===== src/rtl/riscv_rf_wb_arbiter_pkg.sv =====
// rtl/riscv_rf_wb_arbiter_pkg.sv - shared types, constants and helpers for the RF writeback arbiter
package riscv_rf_wb_pkg;

    // Native register-file geometry; the arbiter parameters default to these.
    localparam int RF_ADDR_WIDTH = 5;
    localparam int RF_DATA_WIDTH = 32;

    // Number of register-file write ports shared by the writeback sources.
    localparam int RF_WR_PORTS = 2;

    // Writes to this address are architecturally discarded (x0/r0).
    localparam logic [31:0] RF_ZERO_ADDR = '0;

    // One writeback request or one registered port write.
    typedef struct packed {
        logic                     valid;
        logic [RF_ADDR_WIDTH-1:0] waddr;
        logic [RF_DATA_WIDTH-1:0] wdata;
    } wb_req_t;

    // Round-robin successor of idx among n requesters, wrapping n-1 -> 0.
    function automatic int unsigned rr_next(input int unsigned idx, input int unsigned n);
        return (idx + 1 >= n) ? 0 : idx + 1;
    endfunction

endpackage


===== src/rtl/riscv_rf_wb_arbiter_if.sv =====
// rtl/riscv_rf_wb_arbiter_if.sv - requester handshake and RF write-port bundle for the writeback arbiter
interface riscv_rf_wb_arbiter_if
    import riscv_rf_wb_pkg::*;
#(
    parameter int NUM_REQ    = 3,
    parameter int ADDR_WIDTH = RF_ADDR_WIDTH,
    parameter int DATA_WIDTH = RF_DATA_WIDTH
);

    // Requester side: flattened per-requester fields, requester i at slice i.
    logic [NUM_REQ-1:0]            req_valid_i;
    logic [NUM_REQ-1:0]            req_ready_o;
    logic [NUM_REQ*ADDR_WIDTH-1:0] req_waddr_i;
    logic [NUM_REQ*DATA_WIDTH-1:0] req_wdata_i;

    // Register-file side: two registered write ports.
    logic                          we_a_o;
    logic [ADDR_WIDTH-1:0]         waddr_a_o;
    logic [DATA_WIDTH-1:0]         wdata_a_o;
    logic                          we_b_o;
    logic [ADDR_WIDTH-1:0]         waddr_b_o;
    logic [DATA_WIDTH-1:0]         wdata_b_o;

    // Some valid requester was left waiting this cycle.
    logic                          stall_o;

    // Writeback sources drive requests and observe acceptance and the ports.
    modport master (
        output req_valid_i, req_waddr_i, req_wdata_i,
        input  req_ready_o, stall_o,
        input  we_a_o, waddr_a_o, wdata_a_o,
        input  we_b_o, waddr_b_o, wdata_b_o
    );

    // The arbiter consumes requests and drives acceptance and the ports.
    modport slave (
        input  req_valid_i, req_waddr_i, req_wdata_i,
        output req_ready_o, stall_o,
        output we_a_o, waddr_a_o, wdata_a_o,
        output we_b_o, waddr_b_o, wdata_b_o
    );

endinterface


===== src/rtl/riscv_rf_wb_rr_pick.sv =====
// rtl/riscv_rf_wb_rr_pick.sv - combinational rotate-priority picker (first request at or after start)
module riscv_rf_wb_rr_pick #(
    parameter int N  = 3,
    parameter int IW = (N > 1) ? $clog2(N) : 1
) (
    input  logic [N-1:0]  req,
    input  logic [IW-1:0] start,
    output logic          found,
    output logic [IW-1:0] idx
);

    // Lowest request index >= start wins; otherwise wrap and take the lowest overall.
    // Loops run high-to-low so the last assignment is the lowest matching index.
    always_comb begin
        found = 1'b0;
        idx   = '0;
        for (int j = N - 1; j >= 0; j--) begin
            if (req[j] && (IW'(j) >= start)) begin
                found = 1'b1;
                idx   = IW'(j);
            end
        end
        if (!found) begin
            for (int j = N - 1; j >= 0; j--) begin
                if (req[j]) begin
                    found = 1'b1;
                    idx   = IW'(j);
                end
            end
        end
    end

endmodule


===== src/rtl/riscv_rf_wb_arbiter.sv =====
// rtl/riscv_rf_wb_arbiter.sv - round-robin arbiter of writeback sources onto two RF write ports (option: RF_WB_ARB_PERF_EN)
module riscv_rf_wb_arbiter
    import riscv_rf_wb_pkg::*;
#(
    parameter int NUM_REQ    = 3,
    parameter int ADDR_WIDTH = RF_ADDR_WIDTH,
    parameter int DATA_WIDTH = RF_DATA_WIDTH
) (
    input  logic                 clk,
    input  logic                 rst_n,
    riscv_rf_wb_arbiter_if.slave bus
`ifdef RF_WB_ARB_PERF_EN
    ,
    output logic [31:0]          perf_stall_cnt_o,
    output logic [31:0]          perf_dual_cnt_o
`endif
);

    localparam int IW = (NUM_REQ > 1) ? $clog2(NUM_REQ) : 1;

    logic [ADDR_WIDTH-1:0] addr [NUM_REQ];
    logic [DATA_WIDTH-1:0] data [NUM_REQ];
    logic [NUM_REQ-1:0]    nz_valid;
    logic [NUM_REQ-1:0]    cand1;
    logic [NUM_REQ-1:0]    ready;

    logic                  g0_found;
    logic                  g1_found;
    logic [IW-1:0]         g0_idx;
    logic [IW-1:0]         g1_idx;
    logic [IW-1:0]         rr_q;
    logic [IW-1:0]         rr_d;

    // Registered port state; index 0 is port A, index 1 is port B.
    logic [RF_WR_PORTS-1:0] we_q;
    logic [ADDR_WIDTH-1:0]  waddr_q [RF_WR_PORTS];
    logic [DATA_WIDTH-1:0]  wdata_q [RF_WR_PORTS];

    // Per-requester view of the flattened buses. r0 writes never compete for a port,
    // and only a nonzero grant 0 can block a colliding address from grant 1.
    for (genvar gi = 0; gi < NUM_REQ; gi++) begin : g_req
        assign addr[gi]     = bus.req_waddr_i[gi*ADDR_WIDTH +: ADDR_WIDTH];
        assign data[gi]     = bus.req_wdata_i[gi*DATA_WIDTH +: DATA_WIDTH];
        assign nz_valid[gi] = bus.req_valid_i[gi] &&
                              (addr[gi] != RF_ZERO_ADDR[ADDR_WIDTH-1:0]);
        // Differing address also excludes grant 0 itself; empty when there is no grant 0.
        assign cand1[gi]    = nz_valid[gi] && (addr[gi] != addr[g0_idx]);
        assign ready[gi]    = bus.req_valid_i[gi] &&
                              (!nz_valid[gi] ||
                               (g0_found && (g0_idx == IW'(gi))) ||
                               (g1_found && (g1_idx == IW'(gi))));
    end

    riscv_rf_wb_rr_pick #(
        .N  (NUM_REQ),
        .IW (IW)
    ) u_pick0 (
        .req   (nz_valid),
        .start (rr_q),
        .found (g0_found),
        .idx   (g0_idx)
    );

    riscv_rf_wb_rr_pick #(
        .N  (NUM_REQ),
        .IW (IW)
    ) u_pick1 (
        .req   (cand1),
        .start (rr_q),
        .found (g1_found),
        .idx   (g1_idx)
    );

    assign bus.req_ready_o = ready;
    assign bus.stall_o     = |(bus.req_valid_i & ~ready);

    // Next round-robin start: one past the last nonzero grant, else unchanged.
    always_comb begin
        rr_d = rr_q;
        if (g1_found) begin
            rr_d = IW'(rr_next(32'(g1_idx), NUM_REQ));
        end else if (g0_found) begin
            rr_d = IW'(rr_next(32'(g0_idx), NUM_REQ));
        end
    end

    // Pointer and port register stage; idle ports drop we but keep address/data.
    always_ff @(posedge clk or negedge rst_n) begin
        if (!rst_n) begin
            rr_q       <= '0;
            we_q       <= '0;
            waddr_q[0] <= '0;
            wdata_q[0] <= '0;
            waddr_q[1] <= '0;
            wdata_q[1] <= '0;
        end else begin
            rr_q <= rr_d;
            we_q <= {g1_found, g0_found};
            if (g0_found) begin
                waddr_q[0] <= addr[g0_idx];
                wdata_q[0] <= data[g0_idx];
            end
            if (g1_found) begin
                waddr_q[1] <= addr[g1_idx];
                wdata_q[1] <= data[g1_idx];
            end
        end
    end

    assign bus.we_a_o    = we_q[0];
    assign bus.waddr_a_o = waddr_q[0];
    assign bus.wdata_a_o = wdata_q[0];
    assign bus.we_b_o    = we_q[1];
    assign bus.waddr_b_o = waddr_q[1];
    assign bus.wdata_b_o = wdata_q[1];

`ifdef RF_WB_ARB_PERF_EN
    logic [31:0] stall_cnt_q;
    logic [31:0] dual_cnt_q;

    // Saturating event counters; a dual write is counted in the cycle the pair is accepted.
    always_ff @(posedge clk or negedge rst_n) begin
        if (!rst_n) begin
            stall_cnt_q <= '0;
            dual_cnt_q  <= '0;
        end else begin
            if (bus.stall_o && (stall_cnt_q != 32'hFFFF_FFFF)) begin
                stall_cnt_q <= stall_cnt_q + 32'd1;
            end
            if (g0_found && g1_found && (dual_cnt_q != 32'hFFFF_FFFF)) begin
                dual_cnt_q <= dual_cnt_q + 32'd1;
            end
        end
    end

    assign perf_stall_cnt_o = stall_cnt_q;
    assign perf_dual_cnt_o  = dual_cnt_q;
`endif

endmodule


===== src/flat_wrapper.sv =====
// flat-port wrapper written by rule: the top's interface ports become plain ports
module riscv_rf_wb_arbiter_flat import riscv_rf_wb_pkg::*;
#(
    parameter int NUM_REQ    = 3,
    parameter int ADDR_WIDTH = RF_ADDR_WIDTH,
    parameter int DATA_WIDTH = RF_DATA_WIDTH
)
  (clk, rst_n, bus_req_valid_i, bus_req_waddr_i, bus_req_wdata_i, bus_req_ready_o, bus_stall_o, bus_we_a_o, bus_waddr_a_o, bus_wdata_a_o, bus_we_b_o, bus_waddr_b_o, bus_wdata_b_o);
  riscv_rf_wb_arbiter_if #(.NUM_REQ(NUM_REQ), .ADDR_WIDTH(ADDR_WIDTH), .DATA_WIDTH(DATA_WIDTH)) bus_i ();
  input  logic clk;
  input  logic rst_n;
  input wire logic [$bits(bus_i.req_valid_i)-1:0] bus_req_valid_i;
  input wire logic [$bits(bus_i.req_waddr_i)-1:0] bus_req_waddr_i;
  input wire logic [$bits(bus_i.req_wdata_i)-1:0] bus_req_wdata_i;
  output wire logic [$bits(bus_i.req_ready_o)-1:0] bus_req_ready_o;
  output wire logic [$bits(bus_i.stall_o)-1:0] bus_stall_o;
  output wire logic [$bits(bus_i.we_a_o)-1:0] bus_we_a_o;
  output wire logic [$bits(bus_i.waddr_a_o)-1:0] bus_waddr_a_o;
  output wire logic [$bits(bus_i.wdata_a_o)-1:0] bus_wdata_a_o;
  output wire logic [$bits(bus_i.we_b_o)-1:0] bus_we_b_o;
  output wire logic [$bits(bus_i.waddr_b_o)-1:0] bus_waddr_b_o;
  output wire logic [$bits(bus_i.wdata_b_o)-1:0] bus_wdata_b_o;
  assign bus_i.req_valid_i = bus_req_valid_i;
  assign bus_i.req_waddr_i = bus_req_waddr_i;
  assign bus_i.req_wdata_i = bus_req_wdata_i;
  assign bus_req_ready_o = bus_i.req_ready_o;
  assign bus_stall_o = bus_i.stall_o;
  assign bus_we_a_o = bus_i.we_a_o;
  assign bus_waddr_a_o = bus_i.waddr_a_o;
  assign bus_wdata_a_o = bus_i.wdata_a_o;
  assign bus_we_b_o = bus_i.we_b_o;
  assign bus_waddr_b_o = bus_i.waddr_b_o;
  assign bus_wdata_b_o = bus_i.wdata_b_o;
  riscv_rf_wb_arbiter #(.NUM_REQ(NUM_REQ), .ADDR_WIDTH(ADDR_WIDTH), .DATA_WIDTH(DATA_WIDTH)) u_core (.clk(clk), .rst_n(rst_n), .bus(bus_i));
endmodule

===== config.mk =====
export PLATFORM = sky130hd
export DESIGN_NAME = riscv_rf_wb_arbiter_flat
export DESIGN_NICKNAME = d
export VERILOG_FILES = /design/src/rtl/riscv_rf_wb_arbiter_pkg.sv /design/src/rtl/riscv_rf_wb_arbiter_if.sv /design/src/rtl/riscv_rf_wb_rr_pick.sv /design/src/rtl/riscv_rf_wb_arbiter.sv /design/src/flat_wrapper.sv
export SDC_FILE = /design/constraint.sdc
export NUM_CORES = 1
export LEC_CHECK = 0
export CAP_MARGIN = 20
export CORE_AREA = 10 10 111 113
export DETAILED_ROUTE_END_ITERATION = 8
export DIE_AREA = 0 0 121 123
export PLACE_DENSITY = 0.87
export SYNTH_ARGS = -nofsm -noshare
export SYNTH_HDL_FRONTEND = slang
export SYNTH_SLANG_ARGS = --single-unit

===== constraint.sdc =====
create_clock -name clk -period 14.9 [get_ports clk]
set_clock_uncertainty 0.1 [all_clocks]
set_input_delay 2.98 -clock clk [delete_from_list [all_inputs] [get_ports clk]]
set_output_delay 2.98 -clock clk [all_outputs]
set_load 0.1 [all_outputs]

Word-level counts from Yosys, hierarchy flattened --
Cells that the tools add are included.
Operators by class: reduce and logical (&&, ||, !) cells 37, order comparisons 7, equality and inequality tests 7, $add $sub $neg 2, mux-type cells 44, bitwise operators 4
Operators by type and width (number):
- 32-bit binary-select mux with 2-bit select | 2
- 32-bit 2-to-1 mux | 4
- 2-bit 2-to-1 mux | 18
- 1-bit logical AND | 21
- 5-bit binary-select mux with 2-bit select | 2
- 5-bit 2-to-1 mux | 4
- 5-bit inequality test | 3
- 5-bit nonzero test | 3
- 1-bit 2-to-1 mux | 14
- 2-bit by 1-bit adder with 3-bit output, second input constant | 2
- 3-bit by 2-bit greater-or-equal comparator with 1-bit output, second input constant | 2
- 3-bit greater-or-equal comparator, second input constant | 2
- 1-bit logical OR | 6
- 2-bit NOT with 3-bit output | 2
- 2-bit by 1-bit equality test with 1-bit output, second input constant | 2
- 2-bit equality test, second input constant | 2
- 1-bit by 2-bit greater-or-equal comparator with 1-bit output, first input constant | 2
- 2-bit logical NOT | 2
- 3-bit bitwise AND | 1
- 1-bit logical NOT | 3
- 3-bit NOT | 1
- 3-bit OR reduction | 1
- 2-bit greater-or-equal comparator, first input constant | 1
- 2-bit nonzero test | 1
Word-level totals: output and inout port bits 80, word-level logic and storage cells 107, input bits 116, register bits after elaboration 78

Depth between registers and ports, before layout --
Gate-level depths: netlist (run 1).
word-level depth 31, mapped depth 14, depth with buffers taken out 9

Modules after synthesis --
A second synthesis (run 1) with hierarchy kept.
Unflattened totals: cells, all modules 605, area total of the unflattened synthesis 4988.5 sq um
Modules (own cells, without submodules):
- riscv_rf_wb_arbiter | seq. area each 1951.9 sq um, cells each 589, area an instance 4885.9 sq um, instances 1
- riscv_rf_wb_rr_pick | seq. area each 0.0 sq um, cells each 8, area an instance 51.3 sq um, instances 2

Least setup slack after synthesis (run 1) --
OpenSTA, ideal clock, no wires.
path kind input -> output, start input bus_req_waddr_i[7], end output bus_stall_o, cell stages on the path 11, path buffers 2, data required time 11.820 ns, slack 4.052 ns, arrival time 7.768 ns, path through clkbuf_1 nor4_1 a211oi_1 nor3_1 clkbuf_1 mux2i_1 a21oi_1 nor4_2 o311ai_4 and2_1 o311ai_1
On the way: cells in the longest elaborated chain, start to end 30, elaborated cells on any way between the ends 66, those cells by class eq/ne (7); mux (28); bitwise (3); reduce/logical (28)
Ends and longest elaborated chain:
- start: declaration | line flat_wrapper.sv:13 | input wire logic [$bits(bus_i.req_waddr_i)-1:0] bus_req_waddr_i;
- 5-bit nonzero test | line riscv_rf_wb_arbiter.sv:45 | (addr[gi] != RF_ZERO_ADDR[ADDR_WIDTH-1:0]);
- 1-bit logical AND | line riscv_rf_wb_arbiter.sv:44 | assign nz_valid[gi] = bus.req_valid_i[gi] &&
- 1-bit logical AND | line riscv_rf_wb_rr_pick.sv:18 | if (req[j] && (IW'(j) >= start)) begin
- 2-bit 2-to-1 mux (2 in a row) | line riscv_rf_wb_rr_pick.sv:18
- 2-bit 2-to-1 mux (3 in a row) | line riscv_rf_wb_rr_pick.sv:25 | if (req[j]) begin
- 2-bit 2-to-1 mux | line riscv_rf_wb_rr_pick.sv:23 | if (!found) begin
- 2-bit NOT with 3-bit output (not written as such) | line riscv_rf_wb_arbiter.sv:47 | assign cand1[gi] = nz_valid[gi] && (addr[gi] != addr[g0_idx]);
- 5-bit binary-select mux with 2-bit select | line riscv_rf_wb_arbiter.sv:47
- [11 not listed]
- 2-bit 2-to-1 mux | line riscv_rf_wb_rr_pick.sv:23
- 2-bit by 1-bit equality test with 1-bit output, or another cell as far along | line riscv_rf_wb_arbiter.sv:51 | (g1_found && (g1_idx == IW'(gi))));
- 1-bit logical AND | line riscv_rf_wb_arbiter.sv:51
- 1-bit logical OR | line riscv_rf_wb_arbiter.sv:50 | (g0_found && (g0_idx == IW'(gi))) ||
- 1-bit logical AND | line riscv_rf_wb_arbiter.sv:48 | assign ready[gi] = bus.req_valid_i[gi] &&
- 3-bit NOT (*) | line riscv_rf_wb_arbiter.sv:75 | assign bus.stall_o = |(bus.req_valid_i & ~ready);
- 3-bit bitwise AND (*) | line riscv_rf_wb_arbiter.sv:75
- 3-bit OR reduction (*) | line riscv_rf_wb_arbiter.sv:75
- end: declaration | line flat_wrapper.sv:16 | output wire logic [$bits(bus_i.stall_o)-1:0] bus_stall_o;
Every way passes the cells marked *; elsewhere a longest branch is shown, timed or not. The select of a mux whose other input is x is not followed.

Worst setup path in the final report (run 1) --
start input bus_req_waddr_i[7], end output bus_req_ready_o[0]
On the way: cells in the longest elaborated chain, start to end 27, elaborated cells on any way between the ends 48, those cells by class eq/ne (3); mux (28); bitwise (1); reduce/logical (16)
Ends and longest elaborated chain:
- 5-bit nonzero test | line riscv_rf_wb_arbiter.sv:45
- 1-bit logical AND | line riscv_rf_wb_arbiter.sv:44
- 1-bit logical AND | line riscv_rf_wb_rr_pick.sv:18
- 2-bit 2-to-1 mux (2 in a row) | line riscv_rf_wb_rr_pick.sv:18
- 2-bit 2-to-1 mux (3 in a row) | line riscv_rf_wb_rr_pick.sv:25
- 2-bit 2-to-1 mux | line riscv_rf_wb_rr_pick.sv:23
- 2-bit NOT with 3-bit output (not written as such) | line riscv_rf_wb_arbiter.sv:47
- 5-bit binary-select mux with 2-bit select | line riscv_rf_wb_arbiter.sv:47
- [4 not listed]
- 1-bit logical AND | line riscv_rf_wb_rr_pick.sv:18
- 2-bit 2-to-1 mux (3 in a row) | line riscv_rf_wb_rr_pick.sv:18
- 2-bit 2-to-1 mux (3 in a row) | line riscv_rf_wb_rr_pick.sv:25
- 2-bit 2-to-1 mux | line riscv_rf_wb_rr_pick.sv:23
- 2-bit logical NOT | line riscv_rf_wb_arbiter.sv:51
- 1-bit logical AND | line riscv_rf_wb_arbiter.sv:51
- 1-bit logical OR (*) | line riscv_rf_wb_arbiter.sv:50
- 1-bit logical AND (*) | line riscv_rf_wb_arbiter.sv:48
- end: declaration | line flat_wrapper.sv:15 | output wire logic [$bits(bus_i.req_ready_o)-1:0] bus_req_ready_o;
Marked as above.

==> results of run 1 <==
[worst max-delay path: stages]
cell	delay (ns)
clkdlybuf4s50_1	0.70
nor4_1	0.16
a211oi_1	0.82
nor3_2	0.15
nor2_2	0.80
a221o_1	0.35
nor4_2	0.08
o311ai_4	0.78
nand2_1	0.65
a21oi_1	0.42
clkdlybuf4s50_1	1.20
[metal layers]
metal,part of all wire (%),GRT usage (%),wire length (um),vias up
li1,-,-,-,2174
met1,36,29.83,7031,2417
met2,50,42.01,9672,378
met3,10,5.287,2034,56
met4,3.6,9.729,698,0
met5,0,0,0,-
[stage by stage]
step / power [mW] / area, um2
floorplan: 1.176 / 4586
global placement: 1.469 / 6605
detailed placement: 1.481 / 6605
CTS: 1.665 / 6825
global route: 1.716 / 6825
finish: 1.666 / 6825
[logic make-up after synthesis]
group                      share of synthesized area, %
AOI/OAI and AO/OA                                 39.78
xor gates and xnor gates                          1.337
adders and majority gates                        0.2183
buffers and inverters                             6.740
DFF                                               42.56
muxes                                            0.4366
and+or+nand+nor                                   8.922
[report_power, final]
group	internal, mW	switching [mW]	leakage [nW]
combinational	0.290	0.844	1.66
clock	0.0958	0.0873	0.104
sequential	0.291	0.0573	0.930
total	0.677	0.989	2.70
[flip-flops by register name, summed over array words and instances, names as in the netlist]
signal	cells
u_core.bus.waddr_a_o	5
u_core.bus.wdata_b_o	32
u_core.we_q	2
u_core.rr_q	2
u_core.bus.wdata_a_o	32
u_core.bus.waddr_b_o	5
[placed cells by master, fill, tap and decap left out, types with 3 or more instances in the layout]
| cell type | netlist | routed |
|---|---|---|
| a211oi_1 | 4 | 4 |
| a21o_1 | 3 | 3 |
| a21oi_1 | 18 | 17 |
| a221o_1 | 24 | 24 |
| a222oi_1 | 20 | 20 |
| a22o_1 | 23 | 23 |
| a22oi_1 | 32 | 32 |
| a2bb2oi_2 | 16 | 16 |
| a31oi_1 | 30 | 29 |
| and2_1 | 3 | 3 |
| buf_4 | 5 | 9 |
| clkbuf_8 | 0 | 9 |
| clkdlybuf4s50_1 | 0 | 194 |
| dfrtp_1 | 78 | 78 |
| inv_1 | 28 | 28 |
| nand2_1 | 29 | 29 |
| nand3_1 | 5 | 5 |
| nor2_1 | 16 | 16 |
| nor2b_1 | 3 | 3 |
| nor3_2 | 0 | 3 |
| o21ai_0 | 8 | 8 |
| o21ai_1 | 18 | 18 |
| o22ai_1 | 4 | 4 |
| xnor2_1 | 6 | 6 |
[worst min-delay path by stage]
stage / end / slack [ns] / startpoint / depth (start not counted)
after floorplan: u_core.rr_q[1]$_DFFE_PN0P_ / 0.54 / u_core.rr_q[1]$_DFFE_PN0P_ / 2
after global placement: u_core.bus.waddr_a_o[4]$_DFFE_PN0P_ / 0.37 / u_core.bus.waddr_a_o[4]$_DFFE_PN0P_ / 2
after detailed placement: u_core.bus.waddr_a_o[4]$_DFFE_PN0P_ / 0.38 / u_core.bus.waddr_a_o[4]$_DFFE_PN0P_ / 2
after CTS: u_core.bus.waddr_a_o[4]$_DFFE_PN0P_ / 0.42 / u_core.bus.waddr_a_o[4]$_DFFE_PN0P_ / 2
after global routing: u_core.bus.wdata_b_o[5]$_DFFE_PN0P_ / 0.44 / u_core.bus.wdata_b_o[5]$_DFFE_PN0P_ / 1
final: u_core.bus.waddr_a_o[4]$_DFFE_PN0P_ / 0.42 / u_core.bus.waddr_a_o[4]$_DFFE_PN0P_ / 2
[final cells by class]
cell class,instances,area share [%]
well taps,136,2.493
clock inverters,6,1.357
flip-flops and latches,78,28.60
multi-input cells,309,34.65
repair buffers,203,29.44
inverters,29,1.595
clock buffers,10,1.870
[cells in the mapped netlist, types with 3 or more instances]
cell / number / area, um2
nand3_1: 5 / 25.02
a22o_1: 23 / 201.4
a22oi_1: 32 / 240.2
a211oi_1: 4 / 30.03
a221o_1: 24 / 240.2
buf_2: 10 / 50.05
o21ai_0: 8 / 40.04
inv_1: 28 / 105.1
a31oi_1: 30 / 187.7
a21oi_1: 18 / 90.09
and2_1: 3 / 18.77
o22ai_1: 4 / 25.02
dfrtp_1: 78 / 1952
nor2_1: 16 / 60.06
nor2b_1: 3 / 18.77
xnor2_1: 6 / 52.55
a21o_1: 3 / 22.52
clkbuf_1: 27 / 101.4
o21ai_1: 18 / 90.09
buf_4: 5 / 37.54
buf_1: 3 / 11.26
a222oi_1: 20 / 200.2
a2bb2oi_2: 16 / 240.2
nand2_1: 29 / 108.9
nor3_1: 4 / 20.02
==> impl_metrics.ini, run 1 <==
[outcome]
status = finished, final reports clean

[logic_synthesis]
ys_warn_count = 0
syn_area_per_cell_um2 = 9.947
async_flop_share_pct = 100.0
yosysUniqueCellTypes = 60
syn_nets = 577
synth_edf_count = 0
synth_top_flop_cell = dfrtp_1
netlist_area_mm2 = 0.004586
synth-seq-cells = 78
syn_inst = 461
yosysSeqAreaShare_pct = 42.56

[critical_path]
cp_data_required_time_ns = 11.82
r2r-end = u_core.bus.wdata_b_o[10]$_DFFE_PN0P_
cp.arrival_ns = 9.12
start_kind = input port
crit_start = bus_req_waddr_i[7]
path_max_fanout = 19
crit_type = input port to primary output
critPathCapture = bus_req_ready_o[0]
worst-r2r-cell-count = 9
critical_path.endpoint_type = primary output
worst_r2r_startpoint = u_core.rr_q[1]$_DFFE_PN0P_
reg2reg_slack_ns = 10.10

[clocking]
cts_tree = yes
insertion_delay_ns = 0.34
max-clock-path-buffers = 2
clk_pin_slew_worst_paths_ns = 0.10
post_cts_resized = 0
cts_sinks = 78
cts_htree_levels = 3
cts_setup_buffers = 0
cts.hold.buffers_added = 0
cts_root_buf = clkbuf_8
cts_made_buffers = 9

[routing]
wl_mm = 19.44
vias = 5025
drc = 0
wl_per_cell_um = 25.21
avgViaCountPerCell = 6.518
ant_nets = 0
drt_first_pass_iters = 7
drt_iter0_drc = 631

[timing]
tns_ns = 0
setup_slack_ns = 2.704
slew_headroom_pct = 30.49
finalHoldViolCount = 0
setup_violations = 0
finalCritPeriodShare_pct = 81.85
rsz0062_at_grt = false
max_freq_mhz = 81.99
min_period_ns = 12.20
final_max_slew_viol_count = 0
max_slew.worst_pin.slew_ns = 1.039
whs_ns = 0.4181

[floorplanning]
dieHeight_um = 123
io_pins = 196
dieArea_mm2 = 0.01488
die_width_um = 121
rows = 37
start_util_pct = 45.23
coreArea_mm2 = 0.01014

[global_route]
grt_pass1_vias = 5264
grt_pass1_wl_mm = 29.55
grt_remaining_overflow = 0
grt_usage_pct = 24.64
grt_max_degree = 79
antenna_found_initial = 0

[place]
pre_cts_ws_ns = 2.912
dp_cells = 755
place_hpwl_mm = 14.00
port_buffers = 195
place_congestion = 0.9829

[hold_path]
hold_class = register to register

[pwr]
p_leak_nw = 2.698
peakVddDrop_mv = 0.1593
power_density_mw_per_mm2 = 244.1

[layout]
syn_to_final_growth_pct = 48.84
final_nets = 746
nFillCells = 786
finish.utilization_pct = 67.32
diodes = 0
ff_latch_area_mm2 = 0.001952
fin_cells = 771
layout-drive-gt1-share_pct = 9.291
multiInputGateArea_mm2 = 0.002365

[flow_run]
maxCapViolations = 0
(Power assumes the default switching activity.)
==> inputs of run 2 (changes only) <==
--- a/config.mk
+++ b/config.mk
@@ -6,10 +6,10 @@
 export NUM_CORES = 1
 export LEC_CHECK = 0
 export CAP_MARGIN = 20
-export CORE_AREA = 10 10 111 113
+export CORE_AREA = 10 10 120 122
 export DETAILED_ROUTE_END_ITERATION = 8
-export DIE_AREA = 0 0 121 123
-export PLACE_DENSITY = 0.87
+export DIE_AREA = 0 0 130 132
+export PLACE_DENSITY = 0.78
 export SYNTH_ARGS = -nofsm -noshare
 export SYNTH_HDL_FRONTEND = slang
 export SYNTH_SLANG_ARGS = --single-unit
==> constraint.sdc (replaced) <==
create_clock -name clk -period 10.6 [get_ports clk]
set_clock_uncertainty 0.1 [all_clocks]
set_input_delay 2.12 -clock clk [delete_from_list [all_inputs] [get_ports clk]]
set_output_delay 2.12 -clock clk [all_outputs]
set_load 0.1 [all_outputs]
==> impl_metrics.ini, run 2 (same netlist as run 1, synthesis figures left out) <==
[floorplanning]
die_width_um = 130
dieHeight_um = 132
io_pins = 196
coreArea_mm2 = 0.01191
dieArea_mm2 = 0.01716
rows = 40
start_util_pct = 38.50

[clocking]
cts_sinks = 78
cts.hold.buffers_added = 0
cts_root_buf = clkbuf_16
insertion_delay_ns = 0.33
cts_made_buffers = 9
cts_tree = yes
clk_pin_slew_worst_paths_ns = 0.06
cts_setup_buffers = 0
max-clock-path-buffers = 2
post_cts_resized = 0
cts_htree_levels = 3

[pwr]
clock_power_share_pct = 13.8
p_sw_share_pct = 57.34
p_sw_mw = 1.382
power_density_mw_per_mm2 = 345.7
intPower_mw = 1.028
peakVddDrop_mv = 0.2035
p_leak_nw = 2.780
seqPwrFrac_pct = 20.3
combPwrFrac_pct = 65.8

[layout]
diodes = 0
syn_to_final_growth_pct = 52.09
finish.utilization_pct = 58.55
final_common_cell = clkdlybuf4s50_1
layout-drive-gt1-share_pct = 10.33
final_nets = 750
finalInstanceArea_mm2 = 0.006974
most-common-layout-cells = clkdlybuf4s50_1, dfrtp_1, a22oi_1

[critical_path]
path_max_fanout = 45
critical_path.endpoint_type = primary output
crit_type = input port to primary output
worst-r2r-cell-count = 11
start_kind = input port
cp_data_required_time_ns = 8.38
cp.arrival_ns = 6.54

[timing]
finalHoldViolCount = 0
max_slew.worst_pin.slew_ns = 1.030
max_freq_mhz = 114.2
min_period_ns = 8.759
whs_ns = 0.3815
rsz0062_at_grt = false
finalCritPeriodShare_pct = 82.64
slew_headroom_pct = 31.13
tns_ns = 0
setup_violations = 0
final_max_slew_viol_count = 0

[hold_path]
hold_class = register to register
holdPathStages = 2

[global_route]
antenna_found_initial = 0
grt_usage_pct = 22.19
grt_remaining_overflow = 0
grt_pass1_vias = 5243
grt_pass1_wl_mm = 30.68
grt_max_degree = 79

[routing]
avgViaCountPerCell = 6.182
wl_per_cell_um = 24.63
drt_iter0_drc = 575
top_layer_used = met4
met3RoutedLength_mm = 2.015
ant_nets = 0
vias = 4859
wl_mm = 19.36
met2_length_mm = 9.257
drt_first_pass_iters = 5
wl_met1_mm = 7.696
drc = 0

[place]
port_buffers = 195
place_hpwl_mm = 14.17
place_congestion = 0.9346
placed_area_mm2 = 0.006631

[outcome]
status = finished, final reports clean

[flow_run]
maxCapViolations = 0
run 2: through the flow:
| stage | cells | total power, mW | worst slack, ns |
|---|---|---|---|
| after detailed placement | 769 | 2.082 | 1.849 |
| final | 786 | 2.411 | 1.841 |
| after CTS | 785 | 2.420 | 1.833 |
| after global routing | 786 | 2.500 | 1.435 |
| after global placement | 769 | 2.068 | 1.987 |
| after floorplan | 461 | 1.653 | 1.472 |
run 2: worst paths after layout:
path                                                     start                                   to  slack (ns)
hold reg to reg            u_core.bus.waddr_a_o[4]$_DFFE_PN0P_  u_core.bus.waddr_a_o[4]$_DFFE_PN0P_        0.38
setup reg to reg                    u_core.rr_q[1]$_DFFE_PN0P_  u_core.bus.wdata_b_o[0]$_DFFE_PN0P_        6.24
max in group asynchronous                                rst_n  u_core.bus.waddr_a_o[3]$_DFFE_PN0P_        8.32
hold / removal             u_core.bus.waddr_a_o[4]$_DFFE_PN0P_  u_core.bus.waddr_a_o[4]$_DFFE_PN0P_        0.38
min in group asynchronous                                rst_n             u_core.we_q[1]$_DFF_PN0_        1.49
setup / recovery                            bus_req_waddr_i[0]                   bus_req_ready_o[0]        1.84
run 2: cell type report:
| cell class | count | area, um2 |
|---|---|---|
| repair buffers | 207 | 2049 |
| inverters | 29 | 108.9 |
| clock buffers | 11 | 232.7 |
| clock inverters | 5 | 82.58 |
| fillers | 1038 | 4937 |
| multi-input cells | 309 | 2365 |
| well taps | 147 | 183.9 |
| flip-flops and latches | 78 | 1952 |
run 2: worst max-delay path, stage by stage:
cell             delay, ns
clkdlybuf4s50_1       0.57
nor4_2                0.60
a211oi_1              0.26
nor4_4                0.33
buf_4                 0.51
o21ai_0               0.17
a21oi_1               0.27
nor4_2                0.12
o311ai_4              0.72
nand2_1               0.13
buf_4                 0.24
a21oi_1               0.15
buf_4                 0.31
run 2: power by group through the flow:
stage                     registers, mW  clock network [mW]  logic, mW
after floorplan                    1.29                   0      0.366
after global placement            0.488                   0       1.58
after detailed placement          0.491                   0       1.59
after CTS                         0.489               0.338       1.59
after global routing              0.502               0.355       1.64
final                             0.490               0.334       1.59
run 2: routing by layer:
metal  up-vias  GRT usage [%]
met5         -              0
met4         0          6.625
met3        31          7.401
met2       273          36.01
met1      2380          27.02
li1       2175              -
==> inputs of run 3 (changes only) <==
==> constraint.sdc (replaced) <==
create_clock -name clk -period 7.3 [get_ports clk]
set_clock_uncertainty 0.1 [all_clocks]
set_input_delay 1.46 -clock clk [delete_from_list [all_inputs] [get_ports clk]]
set_output_delay 1.46 -clock clk [all_outputs]
set_load 0.1 [all_outputs]
==> impl_metrics.ini, run 3 (same netlist as run 1, synthesis figures left out) <==
[pwr]
intPower_mw = 1.521
power_density_mw_per_mm2 = 495.2
clock_power_share_pct = 13.7
p_leak_nw = 2.892
peakVddDrop_mv = 0.3310
p_sw_share_pct = 57.19
fin_total_pwr_mw = 3.554
p_sw_mw = 2.033
seqPwrFrac_pct = 20.0
combPwrFrac_pct = 66.3

[floorplanning]
dieArea_mm2 = 0.01716
start_util_pct = 38.50
die_width_um = 130
rows = 40
coreArea_mm2 = 0.01191
io_pins = 196
dieHeight_um = 132

[clocking]
max-clock-path-buffers = 2
cts.hold.buffers_added = 0
cts_htree_levels = 3
post_cts_resized = 0
cts_tree = yes
cts_made_buffers = 9
cts_setup_buffers = 0
insertion_delay_ns = 0.34
clk_pin_slew_worst_paths_ns = 0.06
cts_sinks = 78
cts_root_buf = clkbuf_16

[critical_path]
cp.arrival_ns = 5.35
start_kind = input port
crit_type = input port to primary output
path_max_fanout = 8
worst_r2r_startpoint = u_core.rr_q[1]$_DFFE_PN0P_
worst-r2r-cell-count = 13
critical_path.endpoint_type = primary output
cp_data_required_time_ns = 5.74
reg2reg_slack_ns = 3.11
r2r-end = u_core.bus.wdata_b_o[12]$_DFFE_PN0P_

[timing]
setup_violations = 0
max_freq_mhz = 144.7
final_max_slew_viol_count = 0
setup_slack_ns = 0.3910
tns_ns = 0
finalCritPeriodShare_pct = 94.64
finalHoldViolCount = 0
rsz0062_at_grt = false
min_period_ns = 6.909
max_slew.worst_pin.slew_ns = 1.113
whs_ns = 0.4039
slew_headroom_pct = 25.38

[global_route]
grt_usage_pct = 22.91
grt_remaining_overflow = 0
grt_max_degree = 79
antenna_found_initial = 0
grt_pass1_wl_mm = 31.42
grt_pass1_vias = 5416

[routing]
wl_mm = 20.19
wl_per_cell_um = 25.11
drt_iter0_drc = 600
drc = 0
vias = 5043
ant_nets = 0
drt_first_pass_iters = 7
avgViaCountPerCell = 6.272

[hold_path]
holdPathStages = 2
hold_class = register to register
whs_endpoint = u_core.bus.waddr_a_o[1]$_DFFE_PN0P_
hp-start = u_core.bus.waddr_a_o[1]$_DFFE_PN0P_

[place]
pre_cts_ws_ns = 0.5098
place_hpwl_mm = 14.52
dp_cells = 787
place_congestion = 1.003
placed_area_mm2 = 0.006828
port_buffers = 195

[layout]
final_nets = 768
nFillCells = 1001
diodes = 0
syn_to_final_growth_pct = 56.51
layout-drive-gt1-share_pct = 13.39
finish.utilization_pct = 60.25
final_common_cell = clkdlybuf4s50_1
most-common-layout-cells = clkdlybuf4s50_1, dfrtp_1, a22oi_1
fin_cells = 804
finalInstanceArea_mm2 = 0.007177

[outcome]
status = finished, final reports clean

[flow_run]
maxCapViolations = 0
==> run 3: changes by cell type in the layout (fill, tap and decap cells not counted) <==
cell,delta
clkbuf_1,-2
a21oi_2,+1
o311ai_1,-1
clkinv_2,+1
o311ai_2,+1
clkinv_4,+1
a21oi_1,-1
buf_4,+14
buf_12,+4
==> run 3: worst max-delay path: stages <==
cell and delay [ns]:
clkdlybuf4s50_1 0.45, nor4_2 0.65, a211oi_1 0.28, or4_1 0.73, nand3_1 0.19, a31oi_1 0.15
nor4_2 0.49, o311ai_4 0.13, and2_1 0.25, o311ai_2 0.33, buf_12 0.22
==> run 3: cell type report <==
cell class | count | area (um2) | share of cell area, %
clock buffer | 9 | 225.2 | 3.138
timing repair buffer | 225 | 2235 | 31.14
tap | 147 | 183.9 | 2.563
clock inverter | 7 | 96.34 | 1.342
sequential | 78 | 1952 | 27.20
inverter | 29 | 108.9 | 1.517
multi-input combinational | 309 | 2376 | 33.11
==> run 3: routing by layer <==
| layer | wire [um] | vias up | share of wire [%] | GRT usage [%] |
|---|---|---|---|---|
| met2 | 9578 | 304 | 47 | 36.60 |
| met5 | 0 | - | 0 | 0 |
| met3 | 2128 | 48 | 11 | 8.045 |
| met1 | 7977 | 2476 | 40 | 27.43 |
| met4 | 508 | 0 | 2.5 | 8.688 |
| li1 | - | 2215 | - | - |
==> run 3: worst max path at each step <==
stage,startpoint,endpoint
3_3_place_gp,bus_req_waddr_i[6],bus_stall_o
3_5_place_dp,bus_req_waddr_i[6],bus_stall_o
5_1_grt,bus_req_waddr_i[0],bus_stall_o
2_1_floorplan,bus_req_waddr_i[7],bus_stall_o
4_1_cts,bus_req_waddr_i[0],bus_req_ready_o[0]
6_report,bus_req_waddr_i[0],bus_stall_o
==> run 3: power groups by stage <==
stage | Clock [mW] | Sequential [mW] | Combinational (mW)
floorplan | 0 | 1.87 | 0.534
global placement | 0 | 0.706 | 2.34
detailed placement | 0 | 0.712 | 2.35
CTS | 0.498 | 0.708 | 2.36
global route | 0.517 | 0.728 | 2.44
finish | 0.488 | 0.710 | 2.36
